==> src/rtl/wb_byte_master_pkg.sv <==
// Shared constants for the byte-wide classic Wishbone master: FSM states,
// response status codes and the fixed cycle-type tags.
package wb_byte_master_pkg;

  localparam logic [1:0] S_IDLE = 2'd0;
  localparam logic [1:0] S_BUS  = 2'd1;
  localparam logic [1:0] S_GAP  = 2'd2;
  localparam logic [1:0] S_RESP = 2'd3;

  localparam logic [1:0] ST_OK      = 2'd0;
  localparam logic [1:0] ST_ERR     = 2'd1;
  localparam logic [1:0] ST_TIMEOUT = 2'd2;
  localparam logic [1:0] ST_RTY     = 2'd3;

  localparam logic [2:0] CTI_CLASSIC = 3'b000;
  localparam logic [1:0] BTE_LINEAR  = 2'b00;

endpackage

==> src/rtl/wb_timeout_cnt.sv <==
// Counts bus wait cycles; expired is raised combinationally on the wait cycle
// that brings the count to TIMEOUT_CYCLES. TIMEOUT_CYCLES=0 disables it.
module wb_timeout_cnt #(
  parameter int unsigned TIMEOUT_CYCLES = 16
) (
  input  logic clk,
  input  logic rst,
  input  logic clear,
  input  logic enable,
  output logic expired
);

  generate
    if (TIMEOUT_CYCLES == 0) begin : g_off
      assign expired = 1'b0;
    end else begin : g_on
      localparam int unsigned CW = $clog2(TIMEOUT_CYCLES + 1);

      logic [CW-1:0] cnt_q, cnt_d;

      always_comb begin
        cnt_d = cnt_q;
        if (clear) begin
          cnt_d = '0;
        end else if (enable) begin
          cnt_d = cnt_q + CW'(1);
        end
      end

      always_ff @(posedge clk or posedge rst) begin
        if (rst) begin
          cnt_q <= '0;
        end else begin
          cnt_q <= cnt_d;
        end
      end

      // Fires in the same cycle as the final wait so the abort lands on that edge.
      assign expired = enable && (cnt_q == CW'(TIMEOUT_CYCLES - 1));
    end
  endgenerate

endmodule

==> src/rtl/wb_byte_master.sv <==
// Single-outstanding classic Wishbone B3 byte master with timeout and
// err > rty > ack termination priority. Optional reissue on rty: WB_MASTER_RETRY_EN.
module wb_byte_master #(
  parameter int unsigned WB_ADR_WIDTH   = 3,
  parameter int unsigned WB_DAT_WIDTH   = 8,
  parameter int unsigned TIMEOUT_CYCLES = 16,
  parameter int unsigned MAX_RETRY      = 3
) (
  input  logic                    wb_clk,
  input  logic                    wb_rst,
  input  logic                    req_valid_i,
  output logic                    req_ready_o,
  input  logic                    req_we_i,
  input  logic [WB_ADR_WIDTH-1:0] req_adr_i,
  input  logic [WB_DAT_WIDTH-1:0] req_dat_i,
  output logic                    rsp_valid_o,
  input  logic                    rsp_ready_i,
  output logic [WB_DAT_WIDTH-1:0] rsp_dat_o,
  output logic [1:0]              rsp_status_o,
  output logic [WB_ADR_WIDTH-1:0] wb_adr_o,
  output logic [WB_DAT_WIDTH-1:0] wb_dat_o,
  output logic                    wb_we_o,
  output logic                    wb_cyc_o,
  output logic                    wb_stb_o,
  output logic [2:0]              wb_cti_o,
  output logic [1:0]              wb_bte_o,
  input  logic [WB_DAT_WIDTH-1:0] wb_dat_i,
  input  logic                    wb_ack_i,
  input  logic                    wb_err_i,
  input  logic                    wb_rty_i
);
  import wb_byte_master_pkg::*;

  logic [1:0]              state_q, state_d;
  logic [WB_ADR_WIDTH-1:0] adr_q, adr_d;
  logic [WB_DAT_WIDTH-1:0] dat_q, dat_d;
  logic                    we_q, we_d;
  logic                    cyc_q, cyc_d;
  logic                    stb_q, stb_d;
  logic                    rsp_valid_q, rsp_valid_d;
  logic [WB_DAT_WIDTH-1:0] rsp_dat_q, rsp_dat_d;
  logic [1:0]              rsp_status_q, rsp_status_d;
  logic                    bus_wait;
  logic                    tmo_expired;

`ifdef WB_MASTER_RETRY_EN
  localparam int unsigned RW = (MAX_RETRY > 0) ? $clog2(MAX_RETRY + 1) : 1;
  logic [RW-1:0] retry_q, retry_d;
`endif

  assign bus_wait = (state_q == S_BUS) && !(wb_ack_i || wb_err_i || wb_rty_i);

  wb_timeout_cnt #(
    .TIMEOUT_CYCLES(TIMEOUT_CYCLES)
  ) u_timeout (
    .clk    (wb_clk),
    .rst    (wb_rst),
    .clear  (state_q != S_BUS),
    .enable (bus_wait),
    .expired(tmo_expired)
  );

  always_comb begin
    state_d      = state_q;
    adr_d        = adr_q;
    dat_d        = dat_q;
    we_d         = we_q;
    cyc_d        = cyc_q;
    stb_d        = stb_q;
    rsp_valid_d  = rsp_valid_q;
    rsp_dat_d    = rsp_dat_q;
    rsp_status_d = rsp_status_q;
`ifdef WB_MASTER_RETRY_EN
    retry_d      = retry_q;
`endif

    case (state_q)
      S_IDLE: begin
        if (req_valid_i) begin
          adr_d   = req_adr_i;
          dat_d   = req_dat_i;
          we_d    = req_we_i;
          cyc_d   = 1'b1;
          stb_d   = 1'b1;
          state_d = S_BUS;
        end
      end

      S_BUS: begin
        // Any exit from BUS drops cyc/stb on the same edge.
        if (wb_err_i || wb_rty_i || wb_ack_i || tmo_expired) begin
          cyc_d       = 1'b0;
          stb_d       = 1'b0;
          rsp_valid_d = 1'b1;
          rsp_dat_d   = '0;
          state_d     = S_RESP;
          if (wb_err_i) begin
            rsp_status_d = ST_ERR;
          end else if (wb_rty_i) begin
            rsp_status_d = ST_RTY;
`ifdef WB_MASTER_RETRY_EN
            if (retry_q < RW'(MAX_RETRY)) begin
              rsp_valid_d = 1'b0;
              retry_d     = retry_q + RW'(1);
              state_d     = S_GAP;
            end
`endif
          end else if (wb_ack_i) begin
            rsp_status_d = ST_OK;
            rsp_dat_d    = we_q ? '0 : wb_dat_i;
          end else begin
            rsp_status_d = ST_TIMEOUT;
          end
        end
      end

`ifdef WB_MASTER_RETRY_EN
      S_GAP: begin
        cyc_d   = 1'b1;
        stb_d   = 1'b1;
        state_d = S_BUS;
      end
`endif

      S_RESP: begin
        if (rsp_ready_i) begin
          rsp_valid_d = 1'b0;
          state_d     = S_IDLE;
`ifdef WB_MASTER_RETRY_EN
          retry_d     = '0;
`endif
        end
      end

      default: begin
        state_d = S_IDLE;
      end
    endcase
  end

  always_ff @(posedge wb_clk or posedge wb_rst) begin
    if (wb_rst) begin
      state_q      <= S_IDLE;
      adr_q        <= '0;
      dat_q        <= '0;
      we_q         <= 1'b0;
      cyc_q        <= 1'b0;
      stb_q        <= 1'b0;
      rsp_valid_q  <= 1'b0;
      rsp_dat_q    <= '0;
      rsp_status_q <= ST_OK;
    end else begin
      state_q      <= state_d;
      adr_q        <= adr_d;
      dat_q        <= dat_d;
      we_q         <= we_d;
      cyc_q        <= cyc_d;
      stb_q        <= stb_d;
      rsp_valid_q  <= rsp_valid_d;
      rsp_dat_q    <= rsp_dat_d;
      rsp_status_q <= rsp_status_d;
    end
  end

`ifdef WB_MASTER_RETRY_EN
  always_ff @(posedge wb_clk or posedge wb_rst) begin
    if (wb_rst) begin
      retry_q <= '0;
    end else begin
      retry_q <= retry_d;
    end
  end
`endif

  assign req_ready_o  = (state_q == S_IDLE);
  assign rsp_valid_o  = rsp_valid_q;
  assign rsp_dat_o    = rsp_dat_q;
  assign rsp_status_o = rsp_status_q;
  assign wb_adr_o     = adr_q;
  assign wb_dat_o     = dat_q;
  assign wb_we_o      = we_q;
  assign wb_cyc_o     = cyc_q;
  assign wb_stb_o     = stb_q;
  assign wb_cti_o     = CTI_CLASSIC;
  assign wb_bte_o     = BTE_LINEAR;

endmodule

==> config.mk <==
export PLATFORM = sky130hd
export DESIGN_NAME = wb_byte_master
export DESIGN_NICKNAME = d
export VERILOG_FILES = /design/src/rtl/wb_byte_master_pkg.sv /design/src/rtl/wb_timeout_cnt.sv /design/src/rtl/wb_byte_master.sv
export SDC_FILE = /design/constraint.sdc
export NUM_CORES = 1
export LEC_CHECK = 0
export ABC_AREA = 0
export BUFFER_PORTS_ARGS = -buffer_cell sky130_fd_sc_hd__buf_2
export CAP_MARGIN = 25
export CORE_ASPECT_RATIO = 0.5
export CORE_MARGIN = 2
export CORE_UTILIZATION = 49
export CTS_BUF_LIST = sky130_fd_sc_hd__clkbuf_8
export DETAILED_ROUTE_END_ITERATION = 6
export HOLD_SLACK_MARGIN = 0.12
export PLACE_DENSITY = 0.88
export SYNTH_ARGS = -nofsm -noshare
export SYNTH_HDL_FRONTEND = slang
export SYNTH_SLANG_ARGS = --single-unit
==> constraint.sdc <==
create_clock -name wb_clk -period 2.2 [get_ports wb_clk]
set_clock_uncertainty 0.2 [all_clocks]
set_input_delay 0.44 -clock wb_clk [delete_from_list [all_inputs] [get_ports wb_clk]]
set_output_delay 0.44 -clock wb_clk [all_outputs]
set_load 0.05 [all_outputs]
== After elaboration in Yosys (flattened, before gate mapping) ==
Index checks and enable logic that the tools add are counted.
W data, S select, Z words.

* $add $sub $neg: 1
* Equal/unequal tests: 7
* Multiplexer cells: 19
* Reduce and logical (&&, ||, !) cells: 17

{| class="wikitable"
|+ Operators by type and width
! cell !! number
|-
| $mux W8 || 4
|-
| $mux W2 || 6
|-
| $mux W5 || 2
|-
| $reduce_and A3 Y1 || 3
|-
| $pmux W2 S3 || 1
|-
| $reduce_bool A2 Y1 || 3
|-
| $add A5 B1 Y5 const B || 1
|-
| $eq A5 B4 Y1 const B || 1
|-
| $logic_or A1 B1 Y1 || 5
|-
| $mux W1 || 4
|-
| $ne A2 B1 Y1 const B || 2
|-
| $ne A2 B2 Y1 const B || 2
|-
| $pmux W1 S2 || 2
|-
| $reduce_and A2 Y1 || 2
|-
| $eq A2 B1 Y1 const B || 1
|-
| $eq A2 B2 Y1 const B || 1
|-
| $logic_and A1 B1 Y1 || 2
|-
| $logic_not A2 Y1 || 1
|-
| $logic_not A1 Y1 || 1
|}

* Register bits: 31
* Bits of input ports: 27
* Logic and storage cells: 53

== Depth between registers and ports, before layout ==
Gate-level depths: netlist of the first run.

* Depth in word-level cells: 8
* Gate-level depth with buffers: 6

== By module ==
Synthesis of the first run repeated with hierarchy kept, for this count alone.

* Cells, all modules: 123
* Area total of the unflattened synthesis: 1540.2 um2

{| class="wikitable"
|+ Modules (own cells, without submodules)
! module !! instances !! cells each !! area an instance (um2) !! sequential area each (um2)
|-
| wb_byte_master || 1 || 98 || 1251.2 || 650.6
|-
| wb_timeout_cnt || 1 || 25 || 289.0 || 125.1
|}

== Worst setup path after synthesis of the first run ==
OpenSTA, ideal clock, no wires.

* Path kind: register to register
* From: reg u_timeout.g_on.cnt_q[0]
* To: reg rsp_valid_q, in the netlist rsp_valid_o
* Arrival time: 1485 ps
* Data required time: 1881 ps
* Setup slack: 396 ps
* Cell stages (with the launch flop): 7
* Buffers on the path: 1
* Cell sequence: dfrtp_1 ha_1 and3_1 ha_1 o21a_4 buf_6 a21o_2

* Word-level cells in the longest chain between the ends: 5

{| class="wikitable"
|+ Ends and longest elaborated chain
! what !! RTL line !! RTL
|-
| from (decl) || wb_timeout_cnt.sv:19 || <nowiki>logic [CW-1:0] cnt_q, cnt_d;</nowiki>
|-
| from (signal assigned) || wb_timeout_cnt.sv:34 || <nowiki>cnt_q <= cnt_d;</nowiki>
|-
| $eq A5 B4 Y1 || wb_timeout_cnt.sv:39 || <nowiki>assign expired = enable && (cnt_q == CW'(TIMEOUT_CYCLES - 1));</nowiki>
|-
| $logic_and A1 B1 Y1 || wb_timeout_cnt.sv:39 ||
|-
| $logic_or A1 B1 Y1 || wb_byte_master.sv:91 || <nowiki>if (wb_err_i || wb_rty_i || wb_ack_i || tmo_expired) begin</nowiki>
|-
| $ne A2 B1 Y1 (no line) || - ||
|-
| $reduce_and A3 Y1 (no line) || - ||
|-
| to (signal assigned) || wb_byte_master.sv:159 || <nowiki>rsp_valid_q <= rsp_valid_d;</nowiki>
|-
| to (decl) || wb_byte_master.sv:40 || <nowiki>logic rsp_valid_q, rsp_valid_d;</nowiki>
|}

No other way between the ends.
A chain may end at the register's enable or synchronous reset.

== Worst setup path after layout of the first run ==
* From: reg u_timeout.g_on.cnt_q[0]
* To: reg rsp_status_q[1], in the netlist rsp_status_o[1]

* Word-level cells in the longest chain between the ends: 4

{| class="wikitable"
|+ Ends and longest elaborated chain
! what !! RTL line !! RTL
|-
| $eq A5 B4 Y1 || wb_timeout_cnt.sv:39 ||
|-
| $logic_and A1 B1 Y1 || wb_timeout_cnt.sv:39 ||
|-
| $logic_or A1 B1 Y1 || wb_byte_master.sv:91 ||
|-
| $reduce_and A2 Y1 (no line) || - ||
|-
| to (signal assigned) || wb_byte_master.sv:161 || <nowiki>rsp_status_q <= rsp_status_d;</nowiki>
|-
| to (decl) || wb_byte_master.sv:42 || <nowiki>logic [1:0] rsp_status_q, rsp_status_d;</nowiki>
|}

No other way between the ends.

==> qor.yml, run 1 <==
routing:
  viasPerCell: 4.773
  ant_nets: 0
  dr.pass1.iters: 4
  drc: 0
  drt_iter0_markers: 46
  wl_per_cell_um: 13.23
  routed_wl_um: 2858
  vias: 1031
status:
  status: "complete, no violations"
worst_setup_path:
  crit_required_ns: 2.17
  regToRegStartpoint: "u_timeout.g_on.cnt_q[0]"
  crit_buf_inv: 0
  path_max_fanout: 13
  worst_setup_path_end_kind: "flop"
  cpPeakStageDelay_ns: 0.41
  worst_setup_path_start_kind: "flop"
  crit_family: "adder cells"
  crit_start: "u_timeout.g_on.cnt_q[0]"
  path_cells: "ha_1 > and3_1 > ha_1 > o21a_4 > mux2_2"
  cpMaxStageDelayCell: "dfrtp_1"
  path_class: "flop to flop"
  critPathArrivalTime_ns: 1.85
  path_common_cell: "ha_1"
timing:
  setup_tns_ns: 0
  worst_slack_ns: 0.3127
  hold_viol_final: 0
  timing.hold.ws_ns: 0.1637
  finalCritPeriodShare: 0.8579
  max_clock_freq_mhz: 529.8
  rsz0062_at_grt: "false"
  slew_viol_final: 0
  setup_viol: 0
  timing.final.crit_period_ns: 1.887
pwr:
  comb_power_share: 0.467
  intPower_mw: 1.597
  p_leak_nw: 0.9095
  vdd_ir_drop_max_v: 0.0008853
  power_mw: 2.899
  clockPowerShare: 0.227
  power_frac_seq: 0.306
  p_sw_frac: 0.4490
  p_sw_mw: 1.301
  power_density_nw_per_um2: 1602
clock_tree:
  clock_latency_ns: 0.27
  ctsHoldBuffers: 1
  clkSinkCount: 31
  cts_tree: "built"
  post-cts-setup-buffers: 0
  cts_buffers: 5
  clkTransAtPathRegs_ns: 0.07
  htree_num_levels: 2
  clockRootBuffer: "clkbuf_8"
  cts_resized: 0
  clockBufferDepth: 2
yosys:
  synth.distinct_cells: 25
  synth_edf_count: 0
  yosys.cell_count.top_type: "dfrtp_1"
  syn-instance-count: 119
  synthFlopType: "dfrtp_1"
  syn-cell-area_um2: 1386
  syn_avg_cell_area_um2: 11.65
  synthSimpleGateAreaFrac: 0.1020
  yosys-mux-area-fraction: 0.1706
  synth_top_family_by_area: "multiplexers"
  synth_common_cells: "31 x dfrtp_1, 14 x inv_1, 13 x mux2_2"
  synth_top_area_share: 0.5596
  yosysSeqAreaShare: 0.5596
  synth-adder-area-share: 0.01805
  synth_top_cell_by_area: "dfrtp_1"
  async_flop_share: 1.000
  synth_xor_xnor_area_share: 0.006318
  yosysWarnings: 0
  synth_compound_area_frac: 0.05686
  ys_ff_latch: 31
  netlist_top_cells_area: "dfrtp_1 56%, mux2_2 11%, mux2i_1 6.5%"
cells_and_area:
  n_fill_cell: 186
  fin_area_um2: 1809
  fin_util: 0.6866
  seqCellArea_um2: 775.7
  multi_input_area_um2: 509.2
  area_growth_pct: 30.51
  drive_above_1_share: 0.4413
  finalNonFillerCells: 216
  nets: 207
  antenna_cells: 0
global_route:
  grt_max_degree: 32
  grt.overflow.total: 0
  antenna_found_initial: 0
  grt_pass1_vias: 1137
  grtUsageMet1: 0.2009
  met2_usage: 0.3441
  use_met3: 0.07174
  grt_first_pass_wirelength_um: 4802
  top_usage_layer: "met2"
  grtUsageTotal: 0.1927
place:
  post-place-ws_ns: 0.3105
  placed_cell_area_um2: 1667
  post-place-cells: 207
  dp_hpwl_um: 2155
  place_congestion: 0.7448
  io_buffers: 52
floorplanning:
  rows: 13
  die_h_um: 41.61
  die_x_um: 79.22
  io_pins: 58
  core-area_um2: 2635
  start_util: 0.5261
  dieArea_um2: 3296
run:
  cap_violations: 0
hold_path:
  hold_start: "rsp_ready_i"
  hp-class: "input port to flop"
power by group through the flow:
stage / Combinational, mW / Clock (mW) / Sequential (mW)
2_1_floorplan: 0.496 / 0 / 1.48
3_3_place_gp: 1.33 / 0 / 0.883
3_5_place_dp: 1.36 / 0 / 0.898
4_1_cts: 1.37 / 0.673 / 0.888
5_1_grt: 1.43 / 0.692 / 0.914
6_report: 1.35 / 0.657 / 0.887
logic make-up after synthesis:
group           after synthesis
fa+ha+maj                     2
compound gates               12
buf+inv                      22
xor+xnor                      1
other cells                   1
simple gates                 28
flops                        31
mux                          22
routing by layer:
| layer | share of wire | wire, um | vias up |
|---|---|---|---|
| met4 | 0.013 | 38 | 0 |
| li1 | - | - | 499 |
| met2 | 0.55 | 1572 | 18 |
| met5 | 0 | 0 | - |
| met1 | 0.40 | 1132 | 510 |
| met3 | 0.040 | 114 | 4 |
final timing paths:
path                              endpoint  slack (ns)  cells past startpoint
setup / recovery           rsp_status_o[1]        0.31                      5
hold / removal                  state_q[0]        0.16                      2
setup reg to reg           rsp_status_o[1]        0.31                      5
hold reg to reg                rsp_valid_o        0.29                      1
max in group asynchronous       state_q[0]        0.92                      4
min in group asynchronous     rsp_dat_o[4]        0.59                      4
area by class of cell:
class                      instances  area share
clock inverter                     3     0.03527
inverter                          14     0.02905
clock buffer                       5     0.03804
tap                               37     0.02559
timing repair buffer              56      0.1618
sequential                        31      0.4288
multi-input combinational         70      0.2815
placed cells by master (no fill, tap or decap):
cell type       n
nor3_1          1
a21oi_1         6
o21a_4          1
dlygate4sd3_1   1
o21bai_1        1
clkbuf_8        5
or3_4           1
and3_1          1
nand3_1         2
nor4b_2         1
bufinv_16       2
buf_2          52
inv_1          15
dfrtp_1        31
mux2i_1         9
buf_4           3
ha_1            2
or3_1           2
mux2_2         13
a211oi_1        1
nand2_1        12
xnor2_1         1
a21o_2          1
conb_1          5
o21ai_0         2
nor2_1          6
nor3b_1         1
nor2b_1         1
registers in the layout (all words and copies together) (netlist names):
| register | count |
|---|---|
| rsp_dat_o | 8 |
| rsp_status_o | 2 |
| rsp_valid_o | 1 |
| state_q | 2 |
| u_timeout.g_on.cnt_q | 5 |
| wb_adr_o | 3 |
| wb_dat_o | 8 |
| wb_stb_o | 1 |
| wb_we_o | 1 |
Note: power is estimated with default switching activity, not from simulation.
==> run 2: changes to the inputs <==
--- a/config.mk
+++ b/config.mk
@@ -8,13 +8,15 @@
 export ABC_AREA = 0
 export BUFFER_PORTS_ARGS = -buffer_cell sky130_fd_sc_hd__buf_2
 export CAP_MARGIN = 25
+export CELL_PAD_IN_SITES_DETAIL_PLACEMENT = 2
+export CELL_PAD_IN_SITES_GLOBAL_PLACEMENT = 2
 export CORE_ASPECT_RATIO = 0.5
 export CORE_MARGIN = 2
-export CORE_UTILIZATION = 49
+export CORE_UTILIZATION = 30
 export CTS_BUF_LIST = sky130_fd_sc_hd__clkbuf_8
 export DETAILED_ROUTE_END_ITERATION = 6
 export HOLD_SLACK_MARGIN = 0.12
-export PLACE_DENSITY = 0.88
+export PLACE_DENSITY = 0.89
 export SYNTH_ARGS = -nofsm -noshare
 export SYNTH_HDL_FRONTEND = slang
 export SYNTH_SLANG_ARGS = --single-unit
==> run 2 against run 1 <==
Critical path depth unchanged. First-iteration DRC count is 39% lower. Non-clock buffer count did not move. Combinational power is 4% higher. Final cell count is 9.3% higher. Worst hold slack better by 0.011 ns. Global-route usage fell by 1.7 points. Sequential share of layout area increased by 0.060 points. Largest power group unchanged. Flip-flop and latch count stayed put. Total power fell by 3.6%.
==> qor.yml, run 2 (synthesis gave the netlist of run 1 again) <==
status:
  status: "complete, no violations"
timing:
  timing.hold.ws_ns: 0.1748  # +0.01113 ns
  max_slew_margin: 0.5677
  slew_viol_final: 0  # unchanged
  setup_tns_ns: 0  # unchanged
  tightestPinTransition_ns: 0.6435
  max_clock_freq_mhz: 515.5  # -2.7%
  setup_viol: 0  # unchanged
  hold_viol_final: 0  # unchanged
  rsz0062_at_grt: "false"
  timing.final.crit_period_ns: 1.940  # +0.05246 ns
  finalCritPeriodShare: 0.8817  # +0.02385
pwr:
  comb_power_share: 0.499  # +0.032
  power_density_nw_per_um2: 1546  # -3.5%
  intPower_mw: 1.433  # -10%
  p_sw_frac: 0.4870  # +0.03802
  p_sw_mw: 1.360  # +4.5%
  p_leak_nw: 0.8974  # -1.3%
  power_frac_seq: 0.326  # +0.020
  clockPowerShare: 0.175  # -0.052
  vdd_ir_drop_max_v: 0.0005245  # -41%
global_route:
  grt_first_pass_wirelength_um: 6555  # +37%
  grt.overflow.total: 0  # unchanged
  grt_pass1_vias: 1212  # +6.6%
  antenna_found_initial: 0  # unchanged
  grt_max_degree: 32  # unchanged
  grtUsageTotal: 0.1752  # -0.01748
clock_tree:
  clock_latency_ns: 0.28  # about the same
  cts_buffers: 5  # unchanged
  clkSinkCount: 31  # unchanged
  cts_resized: 0  # unchanged
  clkTransAtPathRegs_ns: 0.07  # about the same
  htree_num_levels: 2  # unchanged
  cts_tree: "built"
  clockRootBuffer: "clkbuf_8"
  clockBufferDepth: 2  # unchanged
place:
  dp_hpwl_um: 3176  # +47%
  io_buffers: 52  # unchanged
  place_congestion: 0.6798  # -8.7%
floorplanning:
  rows: 17  # +4
  dieArea_um2: 5214  # +58%
  die_x_um: 100.1  # +26%
  core-area_um2: 4424  # +68%
  start_util: 0.3133  # -0.2128
  die_h_um: 52.07  # +25%
  io_pins: 58  # unchanged
cells_and_area:
  antenna_cells: 0  # unchanged
  nets: 207  # unchanged
  area_growth_pct: 30.32
  layout_common_cells: "52 x buf_2, 31 x dfrtp_1, 15 x inv_1, 13 x mux2_2, 12 x nand2_1"
  layout_commonest_cell: "buf_2"
  drive_above_1_share: 0.4469  # +0.005587
worst_setup_path:
  crit_start: "u_timeout.g_on.cnt_q[0]"
  worst_setup_path_start_kind: "flop"
  path_max_fanout: 13  # unchanged
  critPathArrivalTime_ns: 1.91  # +0.06 ns
  crit_required_ns: 2.17  # about the same
  worst_setup_path_end_kind: "flop"
  ff2ff_path_depth: 5  # unchanged
  regToRegStartpoint: "u_timeout.g_on.cnt_q[0]"
  path_class: "flop to flop"
  r2r_setup_slack_ns: 0.26  # -0.05 ns
routing:
  vias: 1082  # +4.9%
  routed_wl_um: 4104  # +44%
  ant_nets: 0  # unchanged
  viasPerCell: 4.585  # -3.9%
  wl_per_cell_um: 17.39  # +31%
  dr.pass1.iters: 3  # -1
  drt_iter0_markers: 28  # -39%
  drc: 0  # unchanged
run:
  cap_violations: 0  # unchanged
hold_path:
  hold_start: "rsp_ready_i"
  hp-class: "input port to flop"
  holdPathStages: 2  # unchanged
[run 2: cell types whose count changed in the layout (fill, tap and decap cells not counted)]
| cell | previous run | this run |
|---|---|---|
| bufinv_16 | 2 | 0 |
| nor3b_2 | 0 | 1 |
| nor3b_1 | 1 | 0 |
| clkbuf_8 | 5 | 7 |
[run 2: timing repair]
item	4_1_cts	5_1_grt
setup buffers	0	0
hold buffers	1	0
hold endpoints to repair	31	0
[run 2: power groups by stage]
stage	clock, mW	sequential (mW)	combinational [mW]
2_1_floorplan	0	1.48	0.496
3_3_place_gp	0	0.891	1.35
3_5_place_dp	0	0.924	1.41
4_1_cts	0.500	0.913	1.41
5_1_grt	0.526	0.938	1.47
6_report	0.488	0.910	1.40
[run 2: through the flow]
step	util	instances	power, mW	area, um2	worst slack, ns
after floorplan	-	123	1.981	1401	0.3965
final	0.4084	236	2.793	1807	0.2602
after CTS	0.4084	236	2.824	1807	0.2468
after global routing	0.4084	236	2.935	1807	0.2122
after detailed placement	0.3835	227	2.330	1697	0.2640
after global placement	0.3835	227	2.241	1697	0.3219
[run 2: worst paths after layout]
check | to
worst max-delay path | rsp_status_o[1]
worst min-delay path | state_q[0]
worst max register to register | rsp_status_o[1]
worst min register to register | rsp_valid_o
max in group asynchronous | rsp_dat_o[1]
min in group asynchronous | rsp_valid_o
[run 2: cell type report]
class                           instances  area [um2]
Multi-Input combinational cell         70       514.2
Tap cell                               57       71.32
Clock buffer                            7       96.34
Inverter                               14       52.55
Fill cell                             481        2618
Timing Repair Buffer                   56       292.8
Clock inverter                          1       3.754
Sequential cell                        31       775.7
[run 2: worst max-delay path: stages, from the launching register on]
cell and delay, ns:
dfrtp_1 0.41, ha_1 0.23, and3_1 0.19, ha_1 0.20, o21a_4 0.30, mux2_2 0.29
[run 2: layer usage]
metal	global-route usage	part of all wire
met1	0.2035	0.43
met2	0.3221	0.54
met3	0.03763	0.023
met4	0.06849	0.012
met5	0	0
==> run 3: changes to the inputs <==
==> constraint.sdc (replaced) <==
create_clock -name wb_clk -period 2 [get_ports wb_clk]
set_clock_uncertainty 0.2 [all_clocks]
set_input_delay 0.4 -clock wb_clk [delete_from_list [all_inputs] [get_ports wb_clk]]
set_output_delay 0.4 -clock wb_clk [all_outputs]
set_load 0.05 [all_outputs]
==> run 3 against run 2 <==
Flip-flop and latch count did not move. Critical path type unchanged. Clock power rose by 10%. Non-clock buffer count unchanged. Die area did not move. Maximum frequency is 0.29% lower. Worst hold slack worse by 0.032 ns. First-iteration DRC count decreased by 29%. Register-to-register slack worse by 0.21 ns. Critical path depth did not move.
==> qor.yml, run 3 (synthesis gave the netlist of run 1 again) <==
floorplanning:
  io_pins: 58  # unchanged
  start_util: 0.3133  # unchanged
  core-area_um2: 4424  # unchanged
  rows: 17  # unchanged
  die_h_um: 52.07  # unchanged
  die_x_um: 100.1  # unchanged
  dieArea_um2: 5214  # unchanged
pwr:
  p_leak_nw: 0.8974  # unchanged
  power_density_nw_per_um2: 1710  # +11%
  vdd_ir_drop_max_v: 0.0005001  # -4.7%
  power_mw: 3.090  # +11%
place:
  place_congestion: 0.6834  # +0.53%
  io_buffers: 52  # unchanged
  post-place-cells: 227  # unchanged
  post-place-ws_ns: 0.07924  # -0.1848 ns
  dp_hpwl_um: 3097  # -2.5%
  placed_cell_area_um2: 1697  # unchanged
worst_setup_path:
  worst_setup_path_end_kind: "flop"
  crit_required_ns: 1.97  # -0.20 ns
  regToRegStartpoint: "u_timeout.g_on.cnt_q[0]"
  path_class: "flop to flop"
  path_max_fanout: 13  # unchanged
  critPathArrivalTime_ns: 1.91  # about the same
  r2r_setup_slack_ns: 0.05  # -0.21 ns
  worstReg2RegEnd: "rsp_status_o[1]"
  ff2ff_path_depth: 5  # unchanged
  worst_setup_path_start_kind: "flop"
timing:
  tightestPinTransition_ns: 0.5123  # -0.1313 ns
  slew_viol_final: 0  # unchanged
  setup_tns_ns: 0  # unchanged
  rsz0062_at_grt: "false"
  hold_viol_final: 0  # unchanged
  setup_viol: 0  # unchanged
  worst_slack_ns: 0.05459  # -0.2056 ns
  max_slew_margin: 0.6558  # +0.08818
  finalCritPeriodShare: 0.9727  # +0.09098
  max_clock_freq_mhz: 514.0  # -0.29%
  timing.final.crit_period_ns: 1.945  # +0.005611 ns
  timing.hold.ws_ns: 0.1425  # -0.03231 ns
cells_and_area:
  nets: 207  # unchanged
  fin_area_um2: 1807  # unchanged
  drive_above_1_share: 0.4469  # unchanged
  layout_common_cells: "52 x buf_2, 31 x dfrtp_1, 15 x inv_1, 13 x mux2_2, 12 x nand2_1"
  antenna_cells: 0  # unchanged
  fin_util: 0.4084  # unchanged
  finalNonFillerCells: 236  # unchanged
  layout_commonest_cell: "buf_2"
  area_growth_pct: 30.32  # unchanged
  n_fill_cell: 478  # -0.62%
clock_tree:
  cts_resized: 0  # unchanged
  clkTransAtPathRegs_ns: 0.07  # about the same
  clock_latency_ns: 0.28  # about the same
  clockBufferDepth: 2  # unchanged
  clkSinkCount: 31  # unchanged
  clockRootBuffer: "clkbuf_8"
  cts_buffers: 5  # unchanged
  cts_tree: "built"
  htree_num_levels: 2  # unchanged
routing:
  routed_wl_um: 4058  # -1.1%
  viasPerCell: 4.466  # -2.6%
  wl_per_cell_um: 17.19  # -1.1%
  drt_iter0_markers: 20  # -29%
  drc: 0  # unchanged
  vias: 1054  # -2.6%
  ant_nets: 0  # unchanged
  dr.pass1.iters: 4  # +1
global_route:
  grt_max_degree: 32  # unchanged
  grt_pass1_vias: 1185  # -2.2%
  grtUsageTotal: 0.1717  # -0.003488
  antenna_found_initial: 0  # unchanged
  grt_first_pass_wirelength_um: 6437  # -1.8%
  grt.overflow.total: 0  # unchanged
status:
  status: "complete, no violations"
run:
  cap_violations: 0  # unchanged
hold_path:
  hold_start: "rsp_ready_i"
  hp-class: "input port to flop"
  hold_end: "state_q[0]"
  holdPathStages: 2  # unchanged
## run 3: power breakdown
part | internal (mW) | switching [mW] | total, mW
combinational | 0.426 | 1.12 | 1.54
sequential | 0.842 | 0.166 | 1.01
clock | 0.309 | 0.230 | 0.538
total | 1.58 | 1.51 | 3.09
## run 3: worst max-delay path, stage by stage (launching register included)
cell and delay, ns:
dfrtp_1 0.41, ha_1 0.22, and3_1 0.19, ha_1 0.20, o21a_4 0.30, mux2_2 0.30
## run 3: layout make-up
cell class	count	area, um2	area share
sequential	31	775.7	0.4294
multi-input combinational	70	514.2	0.2846
timing repair buffer	56	292.8	0.1621
clock buffer	7	96.34	0.05332
tap	57	71.32	0.03947
inverter	14	52.55	0.02909
clock inverter	1	3.754	0.002078
## run 3: worst max path at each step
stage | startpoint | to | depth (start not counted) | slack (ns)
global placement | u_timeout.g_on.cnt_q[0] | rsp_status_o[1] | 5 | 0.14
detailed placement | u_timeout.g_on.cnt_q[0] | rsp_status_o[1] | 5 | 0.08
CTS | u_timeout.g_on.cnt_q[0] | rsp_status_o[1] | 5 | 0.05
floorplan | u_timeout.g_on.cnt_q[0] | rsp_valid_o | 6 | 0.20
global route | u_timeout.g_on.cnt_q[0] | rsp_status_o[1] | 5 | 0.02
finish | u_timeout.g_on.cnt_q[0] | rsp_status_o[1] | 5 | 0.05
## run 3: metal layers
layer  wire length [um]  up-vias  part of all wire  global-route usage
met1               1649      529              0.41              0.1928
met2               2203       20              0.54              0.3166
met3                136        6             0.034             0.05108
li1                   -      499                 -                   -
met5                  0        -                 0                   0
met4                 68        0             0.017             0.05936
## run 3: timing repair
item	4_1_cts	5_1_grt
hold buffers	1	0
setup buffers	0	0
endpoints found under the hold margin	31	0
